## config.mk

```make
export PLATFORM = sky130hd
export DESIGN_NAME = calc_controller
export DESIGN_NICKNAME = d
export VERILOG_FILES = /design/src/rtl/calc_controller.sv
export SDC_FILE = /design/constraint.sdc
export NUM_CORES = 1
export LEC_CHECK = 0
export ABC_CLOCK_PERIOD_IN_PS = 2600
export BUFFER_PORTS_ARGS = -buffer_cell sky130_fd_sc_hd__buf_4
export CORE_ASPECT_RATIO = 0.9
export CORE_MARGIN = 5
export CORE_UTILIZATION = 57
export CTS_CLUSTER_SIZE = 16
export DETAILED_ROUTE_END_ITERATION = 16
export PLACE_DENSITY_LB_ADDON = 0.3
export SETUP_SLACK_MARGIN = 0.2
export SLEW_MARGIN = 20
export SYNTH_ARGS = -nofsm -noshare
export SYNTH_HDL_FRONTEND = slang
export SYNTH_SLANG_ARGS = --single-unit
```

## constraint.sdc

```tcl
create_clock -name clk -period 2.6 [get_ports clk]
set_input_delay 0.13 -clock clk [delete_from_list [all_inputs] [get_ports clk]]
set_output_delay 0.13 -clock clk [all_outputs]
set_load 0.03 [all_outputs]
```

## src/rtl/calc_controller.sv

```systemverilog
// Calculator sequencing FSM: builds two BCD operands from keypad codes, launches the ALU and
// tracks completion or timeout. Define CALC_CHAIN_EN to let an operator after a result chain it.
module calc_controller #(
  parameter int ALU_TIMEOUT = 1023,
  parameter int DIGITS      = 4
) (
  input  logic                clk,
  input  logic                rst,
  input  logic                key_valid,
  input  logic [3:0]          key_code,
  output logic                key_ready,
  output logic [1:0]          curr_state,
  output logic [4*DIGITS-1:0] num1_bcd,
  output logic [4*DIGITS-1:0] num2_bcd,
  output logic [1:0]          operation,
  output logic                alu_start,
  input  logic                alu_done,
  input  logic                alu_err,
  input  logic [4*DIGITS-1:0] alu_result,
  output logic                err
);

  localparam int W  = 4 * DIGITS;
  localparam int TW = $clog2(ALU_TIMEOUT + 1);
  localparam int CW = $clog2(DIGITS + 1);

  typedef enum logic [1:0] {
    ST_N1 = 2'b00,
    ST_OP = 2'b01,
    ST_N2 = 2'b10,
    ST_EQ = 2'b11
  } state_t;

  state_t          state_q, state_d;
  logic [W-1:0]    num1_q, num1_d;
  logic [W-1:0]    num2_q, num2_d;
  logic [1:0]      op_q, op_d;
  logic [CW-1:0]   cnt_q, cnt_d;
  logic [TW-1:0]   tmo_q, tmo_d;
  logic            pending_q, pending_d;
  logic            err_q, err_d;
  logic            alu_start_q, alu_start_d;
  logic            key_ready_q, key_ready_d;

  logic            accept, is_digit, is_op, is_eq, is_clr, can_shift;
  logic [3:0]      op_code;

  // Clear bypasses key_ready so a hung ALU can always be abandoned.
  assign is_digit  = (key_code <= 4'd9);
  assign is_op     = (key_code >= 4'd10) && (key_code <= 4'd13);
  assign is_eq     = (key_code == 4'd14);
  assign is_clr    = (key_code == 4'd15);
  assign accept    = key_valid && (key_ready_q || is_clr);
  assign op_code   = key_code - 4'd10;
  assign can_shift = (cnt_q < CW'(DIGITS));

`ifndef CALC_CHAIN_EN
  logic unused_result;
  assign unused_result = ^alu_result;
`endif

  always_comb begin
    state_d     = state_q;
    num1_d      = num1_q;
    num2_d      = num2_q;
    op_d        = op_q;
    cnt_d       = cnt_q;
    tmo_d       = tmo_q;
    pending_d   = pending_q;
    err_d       = err_q;
    alu_start_d = 1'b0;
    key_ready_d = key_ready_q;

    // Completion beats timeout when both land on the same cycle.
    if (pending_q) begin
      if (alu_done) begin
        pending_d   = 1'b0;
        key_ready_d = 1'b1;
        err_d       = alu_err;
      end else if (tmo_q >= TW'(ALU_TIMEOUT - 1)) begin
        pending_d   = 1'b0;
        key_ready_d = 1'b1;
        err_d       = 1'b1;
      end else begin
        tmo_d = tmo_q + TW'(1);
      end
    end

    if (accept) begin
      if (is_clr) begin
        state_d     = ST_N1;
        num1_d      = '0;
        num2_d      = '0;
        op_d        = '0;
        cnt_d       = '0;
        tmo_d       = '0;
        pending_d   = 1'b0;
        err_d       = 1'b0;
        alu_start_d = 1'b0;
        key_ready_d = 1'b1;
      end else begin
        unique case (state_q)
          ST_N1: begin
            if (is_digit && can_shift) begin
              num1_d = {num1_q[W-5:0], key_code};
              cnt_d  = cnt_q + CW'(1);
            end else if (is_op) begin
              op_d    = op_code[1:0];
              state_d = ST_OP;
            end
          end
          ST_OP: begin
            if (is_op) begin
              op_d = op_code[1:0];
            end else if (is_digit) begin
              num2_d  = W'(key_code);
              cnt_d   = CW'(1);
              state_d = ST_N2;
            end
          end
          ST_N2: begin
            if (is_digit && can_shift) begin
              num2_d = {num2_q[W-5:0], key_code};
              cnt_d  = cnt_q + CW'(1);
            end else if (is_eq) begin
              alu_start_d = 1'b1;
              pending_d   = 1'b1;
              key_ready_d = 1'b0;
              tmo_d       = '0;
              state_d     = ST_EQ;
            end
          end
          ST_EQ: begin
            if (is_digit) begin
              num1_d  = W'(key_code);
              num2_d  = '0;
              cnt_d   = CW'(1);
              err_d   = 1'b0;
              state_d = ST_N1;
            end
`ifdef CALC_CHAIN_EN
            else if (is_op && !err_q) begin
              num1_d  = alu_result;
              num2_d  = '0;
              op_d    = op_code[1:0];
              cnt_d   = '0;
              state_d = ST_OP;
            end
`endif
          end
          default: state_d = ST_N1;
        endcase
      end
    end
  end

  always_ff @(posedge clk or negedge rst) begin
    if (!rst) begin
      state_q     <= ST_N1;
      num1_q      <= '0;
      num2_q      <= '0;
      op_q        <= '0;
      cnt_q       <= '0;
      tmo_q       <= '0;
      pending_q   <= 1'b0;
      err_q       <= 1'b0;
      alu_start_q <= 1'b0;
      key_ready_q <= 1'b1;
    end else begin
      state_q     <= state_d;
      num1_q      <= num1_d;
      num2_q      <= num2_d;
      op_q        <= op_d;
      cnt_q       <= cnt_d;
      tmo_q       <= tmo_d;
      pending_q   <= pending_d;
      err_q       <= err_d;
      alu_start_q <= alu_start_d;
      key_ready_q <= key_ready_d;
    end
  end

  assign curr_state = state_q;
  assign num1_bcd   = num1_q;
  assign num2_bcd   = num2_q;
  assign operation  = op_q;
  assign alu_start  = alu_start_q;
  assign key_ready  = key_ready_q;
  assign err        = err_q;

endmodule

```

# After elaboration in Yosys (flattened, before gate mapping)
# Index checks and enable logic that the tools add are counted.
# Widths: inputs -> output; s select.
[word_totals] ff_bits=53 inputBits=25 output_inout_bits=39 elab_cells=110
[op_classes] add_sub_neg=3 magnitude_cmp=5 n_eq_ne=15 mux=63 reduce_logical=14
[ops] operator="$mux 16" count=7
[ops] operator="$mux 10" count=8
[ops] operator="$pmux 16 s3" count=1
[ops] operator="$pmux 16 s2" count=1
[ops] operator="$mux 1" count=28
[ops] operator="$ne 3x3->1 const B" count=9
[ops] operator="$mux 2" count=11
[ops] operator="$mux 3" count=4
[ops] operator="$add 10x1->10 const B" count=1
[ops] operator="$ge 10x10->1 const B" count=1
[ops] operator="$pmux 3 s3" count=1
[ops] operator="$eq 4x4->1 const B" count=2
[ops] operator="$le 4x4->1 const B" count=2
[ops] operator="$pmux 2 s4" count=1
[ops] operator="$reduce_and 8->1" count=1
[ops] operator="$reduce_and 3->1" count=2
[ops] operator="$reduce_and 6->1" count=1
[ops] operator="$reduce_bool 3->1" count=2
[ops] operator="$eq 2x2->1 const B" count=2
[ops] operator="$ge 4x4->1 const B" count=1
[ops] operator="$pmux 2 s2" count=1
[ops] operator="$reduce_and 4->1" count=1
[ops] operator="$reduce_bool 4->1" count=1
[ops] operator="$add 3x1->3 const B" count=1
[ops] operator="8 further kinds" count=10

# Longest topological paths before layout
# Gate-level depths: netlist of the first run.
[logic_depth] depth_word=9 mapped_depth=8 ltp_nobuf=7

# Worst setup path before layout of the first run
# No wires, ideal clock.
[synth_path] path_type="register -> register" from="reg state_q[0] (netlist: curr_state[0])" to="reg num2_q[0] (netlist: num2_bcd[0])" setup_time_ns=0.125 arrival_time_ns=1.815 required_time_ns=2.475 setup_slack_ns=0.660 stages_incl_launch_ff=6 path_buffers=0 period_less_slack_ns=1.940 path_cell_list="dfrtp_1 > inv_1 > ha_1 > o21a_2 > o211ai_4 > mux2_4"
[synth_between] elab_chain_cells=3 elab_cells_between_ends=11 cone_classes="eq/ne (7); mux (2); reduce/logical (2)"
[synth_lines] element="start: declaration" line="34" source="state_t state_q, state_d;"
[synth_lines] element="start signal: assignment" line="170" source="state_q <= state_d;"
[synth_lines] element="$eq 2x2->1 / $eq 2x1->1 (equally long branches)" line="102" source="unique case (state_q)"
[synth_lines] element="$ne 3x3->1 (no line), or another cell as far along"
[synth_lines] element="$reduce_and 6->1 (no line) / $mux 16 (equally long branches)"
[synth_lines] element="end signal: assignment" line="172" source="num2_q <= num2_d;"
[synth_lines] element="end: declaration" line="36" source="logic [W-1:0] num2_q, num2_d;"
# Parallel ways exist; a longest one is shown, timed or not.
# A chain may end at the register's enable or synchronous reset.

# Worst setup path after layout of the first run
[layout_path] from="reg state_q[0] (netlist: curr_state[0])" to="reg num1_q[12] (netlist: num1_bcd[12])"
[layout_between] elab_chain_cells=3 elab_cells_between_ends=8 cone_classes="eq/ne (3); mux (2); reduce/logical (3)"
[layout_lines] element="$eq 2x2->1 / $logic_not 2->1 (equally long branches)" line="102"
[layout_lines] element="$ne 3x3->1 (no line), or another cell as far along"
[layout_lines] element="$reduce_and 4->1 (no line) / $mux 16 (equally long branches)"
[layout_lines] element="end signal: assignment" line="171" source="num1_q <= num1_d;"
[layout_lines] element="end: declaration" line="35" source="logic [W-1:0] num1_q, num1_d;"
# Parallel ways exist; a longest one is shown, timed or not.

==> impl_metrics.yaml, run 1 <==
detailed_routing:
  ant_nets: 0
  vias: 1942
  wl_per_cell_um: 14.6
  routed_wl_um: 5180
  drc: 0
  drt-pass1-iter-count: 4
  first_iter_violations: 77
  avgViaCountPerCell: 5.47
synth:
  ys_warn_count: 0
  synth_area_leaders: "dfrtp_1 50%, mux2i_1 6.1%, a22o_1 5.4%"
  ys_ff_latch: 53
  synth_top_flop_cell: "dfrtp_1"
  synth_edf_count: 0
  async_flop_share_pct: 100
  syn_nets: 275
  syn_inst: 243
  yosysMostFrequentCell: "dfrtp_1"
  synth_top_area_share_pct: 49.8
  postSynthAreaPerCell_um2: 10.7
  synth_common_cells: "52 x dfrtp_1, 24 x nand2_1, 23 x inv_1"
  synth_seq_area_share_pct: 50.8
  netlist_area_um2: 2610
  synth_largest_area_cell: "dfrtp_1"
  ys_types: 45
power_and_ir_drop:
  peakVddDrop_mv: 0.627
  leakage_uw: 0.00157
  p_per_area_nw_per_um2: 1140
worst_setup_path:
  crit_fanout: 15
  worstRegToRegCells: 6
  start_kind: "register"
  required_ns: 2.84
  worstSetupEndpointType: "register"
  crit_type: "register to register"
  crit_arrival_ns: 2.35
clock_tree:
  numCtsBuffers: 5
  cts_max_level: 2
  clkTransAtPathRegs_ns: 0.09
  clock_sinks: 53
  clockBufferDepth: 2
  clockRootBuffer: "clkbuf_8"
  cts_tree: "done"
  clock_latency_ns: 0.31
global_route:
  grt_overflow: 0
  use_met3_pct: 3.39
  antenna_found_initial: 0
  grt_util_met1_pct: 26.4
  grt_pass1_vias: 1917
  gr-usage-all-layers_pct: 19.0
  top_usage_layer: "met2"
  grt_start_max_net_pins: 54
  grt_util_met2_pct: 29.7
  grt_pass1_wl_um: 8970
finish:
  fin_nets: 324
  final-seq-area_um2: 1330
  final_core_util_pct: 70.6
  antenna_cells: 0
  fill_cells: 374
  drive_gt1_share_pct: 25.3
  multi_input_area_um2: 1150
  area_delta_synth_final_pct: 19.7
place:
  hpwlAfterDp_um: 3760
  gp_congestion: 0.875
  portBuffers: 47
floorplanning:
  core_um2: 4430
  die_h_um: 74.2
  dieArea_um2: 6040
  pin_count: 64
  std_cell_rows: 23
  initial_core_util_pct: 58.9
  die_x_um: 81.3
sta:
  setup-violations-final: 0
  worstMarginPinSlew_ns: 0.939
  maxSlewHeadroom_pct: 37.2
  rsz0062_at_grt: "false"
  fin_setup_tns_ns: 0
  fin_crit_ns: 2.12
  finalHoldViolCount: 0
  fin_skew_ns: 0.0101
  fmax_mhz: 472
  period_share_pct: 81.5
  drv_slew: 0
outcome:
  status: "finished clean"
job:
  cap_violations: 0
min_path:
  hp-class: "primary input to register"
  holdPathStages: 2
## worst paths after layout
check	slack [ns]	from	endpoint
worst max-delay path	0.48	curr_state[0]$_DFFE_PN0P_	num1_bcd[12]$_DFFE_PN0P_
min in group asynchronous	0.39	rst	num2_bcd[12]$_DFFE_PN0P_
max in group asynchronous	1.78	rst	cnt_q[1]$_DFFE_PN0P_
worst min register to register	0.50	num1_bcd[14]$_DFFE_PN0P_	num1_bcd[14]$_DFFE_PN0P_
worst max register to register	0.48	curr_state[0]$_DFFE_PN0P_	num1_bcd[12]$_DFFE_PN0P_
worst min-delay path	0.08	key_valid	cnt_q[0]$_DFFE_PN0P_
## area by class of cell
cell class / count / share of cell area [%]
clock buffer: 6 / 2.32
clock inverter: 2 / 1.24
inverter: 23 / 2.76
multi-input combinational: 159 / 36.7
sequential: 53 / 42.5
tap: 62 / 2.48
timing repair buffer: 50 / 12.1
## worst max-delay path, stage by stage, from the launching register on
cell and delay (ns):
dfrtp_1 0.44, inv_1 0.10, ha_1 0.28, nand2b_1 0.16, a21oi_2 0.10, nor2_1 0.72
a22o_1 0.25
## what timing repair did
item / 4_1_cts / 5_1_grt
buffers inserted: 0 / 0
endpoints found under the hold margin: 52 / 0
gates resized for setup: 0 / 0
endpoints found under the setup margin: 0 / 0
hold buffers: 1 / 0
## sequential cells by signal, indices dropped and copies added (netlist names)
name,cells
operation,2
tmo_q,10
curr_state,2
alu_start,1
cnt_q,3
pending_q,1
key_ready,1
num2_bcd,16
num1_bcd,16
err,1
## cells in the final DEF, fill, tap and decap left out, drive strengths merged, types with 2 or more instances in the layout
master / n
a21boi: 2
a21oi: 11
a22o: 16
a31oi: 2
and2: 4
and3: 5
and4: 2
buf: 49
clkbuf: 6
dfrtp: 52
ha: 7
inv: 23
mux2i: 16
nand2: 24
nand2b: 2
nand3: 4
nand4: 7
nor2: 21
o211ai: 2
o21a: 4
o21ai: 10
xnor2: 3
xor2: 6
## per-layer routing
metal	wire, µm	part of all wire [%]	vias to the layer above
met4	75	1.4	0
met3	238	4.6	7
met2	2450	47	40
met1	2420	47	952
met5	0	0	-
li1	-	-	943
## power by group
part | switching [µW] | internal (µW)
Sequential | 248 | 1100
Combinational | 998 | 673
Clock | 261 | 289
Total | 1510 | 2060
## through the flow
step | area, µm² | setup WS [ns] | total power, µW | std cells | hold WS, ns
3_3_place_gp | 3010 | 0.590 | 2990 | 346 | 0.199
2_1_floorplan | 2610 | 0.660 | 2470 | 243 | -0.166
5_1_grt | 3130 | 0.301 | 3790 | 355 | 0.0914
3_5_place_dp | 3010 | 0.518 | 3050 | 346 | 0.206
6_report | 3130 | 0.482 | 3570 | 355 | 0.0814
4_1_cts | 3130 | 0.500 | 3600 | 355 | 0.0680
## logic make-up (layout without fill, tap and decap cells)
kind of cell / Yosys count / count (layout) / share of synthesized area [%]
buf+inv: 31 / 81 / 5.27
compound gates: 53 / 53 / 15.9
fa+ha+maj: 7 / 7 / 3.35
simple gates: 73 / 73 / 14.9
mux: 17 / 17 / 6.71
flops: 53 / 53 / 50.8
xor+xnor: 9 / 9 / 3.02
Power figures use the tool's default switching activity.
==> run 2, diff against run 1 <==
ABC_CLOCK_PERIOD_IN_PS = 2100   (was 2600)
CORE_UTILIZATION = 53   (was 57)
clock period = 2.1 ns   (was 2.6 ns; I/O delays follow)
==> run 2 against run 1 <==
  * Sequential share of layout area fell by 1.1 points
  * Wire length is 3.6% higher
  * Non-clock buffer count rose by 4
  * Critical path depth unchanged
  * Sequential cell count is the same
  * Clock skew is 0.0042 ns lower
  * Fmax is 20% higher
  * Global-route usage decreased by 1.9 points
  * Critical path type unchanged
  * Highest routed layer unchanged
  * Hold slack got worse by 0.021 ns
  * Worst setup slack worse by 0.15 ns
  * Core utilization shrank 3.7 points
==> impl_metrics.yaml, run 2 (same netlist as run 1, synthesis figures left out) <==
power_and_ir_drop:
  power_uw: 4610
  leakage_uw: 0.00161
  p_per_area_nw_per_um2: 1430
  peakVddDrop_mv: 0.929
worst_setup_path:
  crit_buf_inv: 2
  crit_start: "curr_state[0]$_DFFE_PN0P_"
  slowest_stage: "dfrtp_2"
  critical_path_depth: 6
  worstSetupEndpointType: "register"
  crit_fanout: 12
  crit_arrival_ns: 1.99
  slowest_delay_ns: 0.42
  worstRegToRegCells: 6
  timing.rr.start: "curr_state[0]$_DFFE_PN0P_"
  endpoint: "num2_bcd[9]$_DFFE_PN0P_"
  reg2reg_slack_ns: 0.33
  worst_path_dominant_cell_family: "compound AO/OA/AOI/OAI gates"
  required_ns: 2.33
  r2r-end: "num2_bcd[9]$_DFFE_PN0P_"
  crit_chain: "inv_1 > ha_1 > o21a_2 > o211ai_4 > buf_12 > mux2i_1"
  start_kind: "register"
  crit_type: "register to register"
floorplanning:
  pin_count: 64
  initial_core_util_pct: 54.3
  dieArea_um2: 6430
  std_cell_rows: 24
  core_um2: 4800
  die_h_um: 76.6
  die_x_um: 84.0
finish:
  area_delta_synth_final_pct: 23.0
  multi_input_area_um2: 1160
  drive_gt1_share_pct: 27.6
  fin_nets: 328
  stdcell_count: 362
  final_cell_mix: "52 x buf_4, 50 x dfrtp_1, 24 x nand2_1, 23 x inv_1, 19 x nor2_1"
  fill_cells: 384
  final_core_util_pct: 66.9
  antenna_cells: 0
  final_common_cell: "buf_4"
  final-seq-area_um2: 1330
detailed_routing:
  first_iter_violations: 108
  drt-pass1-iter-count: 4
  ant_nets: 0
  wl_per_cell_um: 14.8
  vias: 1974
  avgViaCountPerCell: 5.45
  routed_wl_um: 5370
  drc: 0
clock_tree:
  clock_latency_ns: 0.30
  clockBufferDepth: 2
  numCtsBuffers: 5
  cts_tree: "done"
  clock_sinks: 53
  cts_max_level: 2
  clockRootBuffer: "clkbuf_8"
  clkTransAtPathRegs_ns: 0.09
sta:
  worstMarginPinSlew_ns: 0.653
  fin_skew_ns: 0.00583
  period_share_pct: 84.1
  setup-violations-final: 0
  drv_slew: 0
  maxSlewHeadroom_pct: 56.4
  rsz0062_at_grt: "false"
  fin_setup_tns_ns: 0
  fmax_mhz: 566
  hold_ws_ns: 0.0605
  fin_crit_ns: 1.77
  finalHoldViolCount: 0
global_route:
  antenna_found_initial: 0
  grt_pass1_wl_um: 9050
  grt_pass1_vias: 1860
  grt_start_max_net_pins: 54
  grt_overflow: 0
  gr-usage-all-layers_pct: 17.1
place:
  placedCellCount: 352
  gp_congestion: 0.854
  portBuffers: 47
  hpwlAfterDp_um: 3750
min_path:
  min_from: "key_valid"
  hp-class: "primary input to register"
job:
  cap_violations: 0
outcome:
  status: "finished clean"
run 2: cell types whose count changed in the layout (fill, tap and decap cells not counted):
| cell | previous run | this run |
|---|---|---|
| clkbuf_1 | 1 | 0 |
| a21oi_2 | 2 | 1 |
| buf_12 | 0 | 1 |
| dfrtp_2 | 0 | 2 |
| clkinv_4 | 1 | 0 |
| nor2_4 | 1 | 2 |
| nor2_1 | 20 | 19 |
| bufinv_16 | 1 | 2 |
| a21oi_4 | 0 | 1 |
| buf_4 | 49 | 52 |
| clkinv_2 | 0 | 1 |
| dfrtp_1 | 52 | 50 |
run 2: worst min path at each step:
| stage | to | slack (ns) | cells past startpoint |
|---|---|---|---|
| floorplan | alu_start$_DFF_PN0_ | -0.19 | 0 |
| global placement | tmo_q[5]$_DFF_PN0_ | 0.18 | 1 |
| detailed placement | tmo_q[5]$_DFF_PN0_ | 0.18 | 1 |
| CTS | alu_start$_DFF_PN0_ | 0.05 | 2 |
| global route | alu_start$_DFF_PN0_ | 0.06 | 2 |
| finish | cnt_q[0]$_DFFE_PN0P_ | 0.06 | 2 |
run 2: where the power goes:
| part | leakage [µW] | switching, µW | internal (µW) |
|---|---|---|---|
| Clock | 0.0000681 | 331 | 473 |
| Sequential | 0.000702 | 307 | 1360 |
| Combinational | 0.000845 | 1260 | 879 |
| Total | 0.00161 | 1900 | 2710 |
run 2: cell type report:
class                      count  share of cell area, %
clock inverter                 3                   2.02
sequential                    53                   41.4
inverter                      23                   2.69
tap                           65                   2.53
multi-input combinational    159                   36.1
clock buffer                   5                   2.14
timing repair buffer          54                   13.1
run 2: worst reg2reg max path, cell delays in order (launching register included):
cell      delay [ns]
dfrtp_2         0.42
inv_1           0.08
ha_1            0.31
o21a_2          0.24
o211ai_4        0.25
buf_12          0.19
mux2i_1         0.21
run 2: stage by stage:
stage	area (µm²)	worst slack [ns]
2_1_floorplan	2610	0.268
3_3_place_gp	3050	0.0566
3_5_place_dp	3050	0.0325
4_1_cts	3190	0.248
5_1_grt	3210	0.221
6_report	3210	0.334
run 2: timing repair:
item / in CTS / in global routing
hold buffers: 1 / 0
setup endpoints to repair: 15 / 24
buffers inserted: 0 / 1
gates resized for setup: 1 / 2
pin swaps: 0 / 1
hold endpoints to repair: 52 / 0
run 2: layer usage:
metal / up-vias / track usage [%] / share of wire, %
met5: - / 0 / 0
met4: 0 / 4.34 / 1.0
met3: 8 / 3.89 / 5.6
met2: 65 / 27.5 / 48
met1: 946 / 23.4 / 46
li1: 955 / - / -
==> run 3, diff against run 2 <==
ABC_CLOCK_PERIOD_IN_PS = 1700   (was 2100)
clock period = 1.7 ns   (was 2.1 ns; I/O delays follow)
==> run 3 against run 2 <==
  * First-iteration DRC count down 26%
  * Critical path type unchanged
  * Hold slack worse by 0.020 ns
  * Sequential share of layout area shrank 2.6 points
  * Clock-buffer cell count grew 1
==> impl_metrics.yaml, run 3 (same netlist as run 1, synthesis figures left out) <==
global_route:
  grt_overflow: 0
  antenna_found_initial: 0
  gr-usage-all-layers_pct: 17.7
  grt_start_max_net_pins: 54
  grt_pass1_wl_um: 9300
  grt_pass1_vias: 1901
power_and_ir_drop:
  p_per_area_nw_per_um2: 1700
  p_clk_share_pct: 12.9
  swShare_pct: 42.5
  p_int_uw: 3350
  peakVddDrop_mv: 1.15
  pwr-share-comb_pct: 52.3
  leakage_uw: 0.00168
  power_uw: 5830
  p_sw_uw: 2480
  seq_power_share_pct: 34.8
worst_setup_path:
  crit_fanout: 8
  worstSetupEndpointType: "register"
  required_ns: 1.93
  crit_type: "register to register"
  start_kind: "register"
  crit_arrival_ns: 1.91
detailed_routing:
  vias: 1983
  routed_wl_um: 5740
  first_iter_violations: 80
  wl_per_cell_um: 15.2
  avgViaCountPerCell: 5.25
  ant_nets: 0
  drc: 0
  drt-pass1-iter-count: 4
clock_tree:
  clockBufferDepth: 2
  cts_max_level: 2
  clkTransAtPathRegs_ns: 0.10
  clockRootBuffer: "clkbuf_8"
  numCtsBuffers: 5
  cts_tree: "done"
  clock_sinks: 53
  clock_latency_ns: 0.31
finish:
  finalInstanceArea_um2: 3430
  drive_gt1_share_pct: 37.7
  final_common_cell: "buf_4"
  fill_cells: 361
  fin_nets: 344
  multi_input_area_um2: 1270
  final-seq-area_um2: 1330
  final_core_util_pct: 71.3
  final_cell_mix: "65 x buf_4, 50 x dfrtp_1, 23 x nand2_1, 20 x inv_1"
  area_delta_synth_final_pct: 31.2
  antenna_cells: 0
place:
  gp_congestion: 0.842
  portBuffers: 47
  hpwlAfterDp_um: 3890
  placed_area_um2: 3130
floorplanning:
  die_x_um: 84.0
  die_h_um: 76.6
  initial_core_util_pct: 54.3
  core_um2: 4800
  pin_count: 64
  dieArea_um2: 6430
  std_cell_rows: 24
sta:
  maxSlewHeadroom_pct: 55.5
  worstMarginPinSlew_ns: 0.668
  period_share_pct: 98.9
  fin_crit_ns: 1.68
  finalHoldViolCount: 0
  setup-violations-final: 0
  drv_slew: 0
  fmax_mhz: 595
  fin_skew_ns: 0.00844
  rsz0062_at_grt: "true"
job:
  cap_violations: 0
min_path:
  hp-class: "primary input to register"
outcome:
  status: "finished clean"
[run 3: cell count changes in the layout (fill, tap and decap cells not counted), moves of 3 or more]
cell,before,now
buf_4,52,65
ha_1,7,2
ha_2,0,3
inv_1,23,20
inv_2,0,3
mux2i_1,16,13
mux2i_2,0,3
nor2_1,19,16
[run 3: what timing repair did]
action | 4_1_cts | 5_1_grt
buffers inserted | 8 | 3
endpoints found under the setup margin | 47 | 49
pin swaps | 4 | 5
hold buffers | 1 | 0
cloned | 0 | 1
resized for setup | 12 | 11
hold endpoints to repair | 52 | 0
[run 3: stage by stage]
step           std cells  TNS, ns  hold slack (ns)  setup WS, ns
6_report             378        0           0.0407        0.0194
5_1_grt              378   -0.345           0.0343       -0.0496
3_5_place_dp         357   -0.223            0.165       -0.0422
4_1_cts              374        0           0.0306        0.0286
3_3_place_gp         357        0            0.161        0.0479
2_1_floorplan        243   -0.395           -0.211       -0.0587
[run 3: path summary, 6_finish.rpt]
| kind | from | to | slack, ns | depth (start not counted) |
|---|---|---|---|---|
| max | curr_state[0]$_DFFE_PN0P_ | num2_bcd[6]$_DFFE_PN0P_ | 0.02 | 6 |
| min | key_valid | cnt_q[0]$_DFFE_PN0P_ | 0.04 | 2 |
| max reg2reg | curr_state[0]$_DFFE_PN0P_ | num2_bcd[6]$_DFFE_PN0P_ | 0.02 | 6 |
| min reg2reg | operation[1]$_DFFE_PN0P_ | operation[1]$_DFFE_PN0P_ | 0.51 | 2 |
| max in group asynchronous | rst | curr_state[0]$_DFFE_PN0P_ | 0.86 | 2 |
| min in group asynchronous | rst | tmo_q[8]$_DFF_PN0_ | 0.34 | 2 |
[run 3: power groups by stage]
stage	combinational, µW	clock, µW	sequential, µW
after floorplan	1170	0	2710
after global placement	2710	0	2050
after detailed placement	2770	0	2050
after CTS	2910	771	2020
after global routing	3250	827	2100
final	3050	752	2030
[run 3: area by class of cell]
cell class              instances  area share [%]
multi-input cells             159            37.0
clock inverters                 2           0.402
well taps                      65            2.37
clock buffers                   6            2.41
inverters                      23            2.52
flip-flops and latches         53            38.8
repair buffers                 70            16.5
[run 3: layer usage]
layer  up-vias  track usage [%]  share of wire (%)
met3         5             3.57                3.5
li1        984                -                  -
met4         0             5.63               0.96
met5         -                0                  0
met2        30             27.1                 47
met1       964             25.4                 49
[run 3: worst max-delay path: stages (launching register included)]
cell      delay (ns)
dfrtp_2         0.44
inv_2           0.09
ha_4            0.21
o21a_4          0.20
o211ai_4        0.26
buf_12          0.18
mux2i_1         0.22
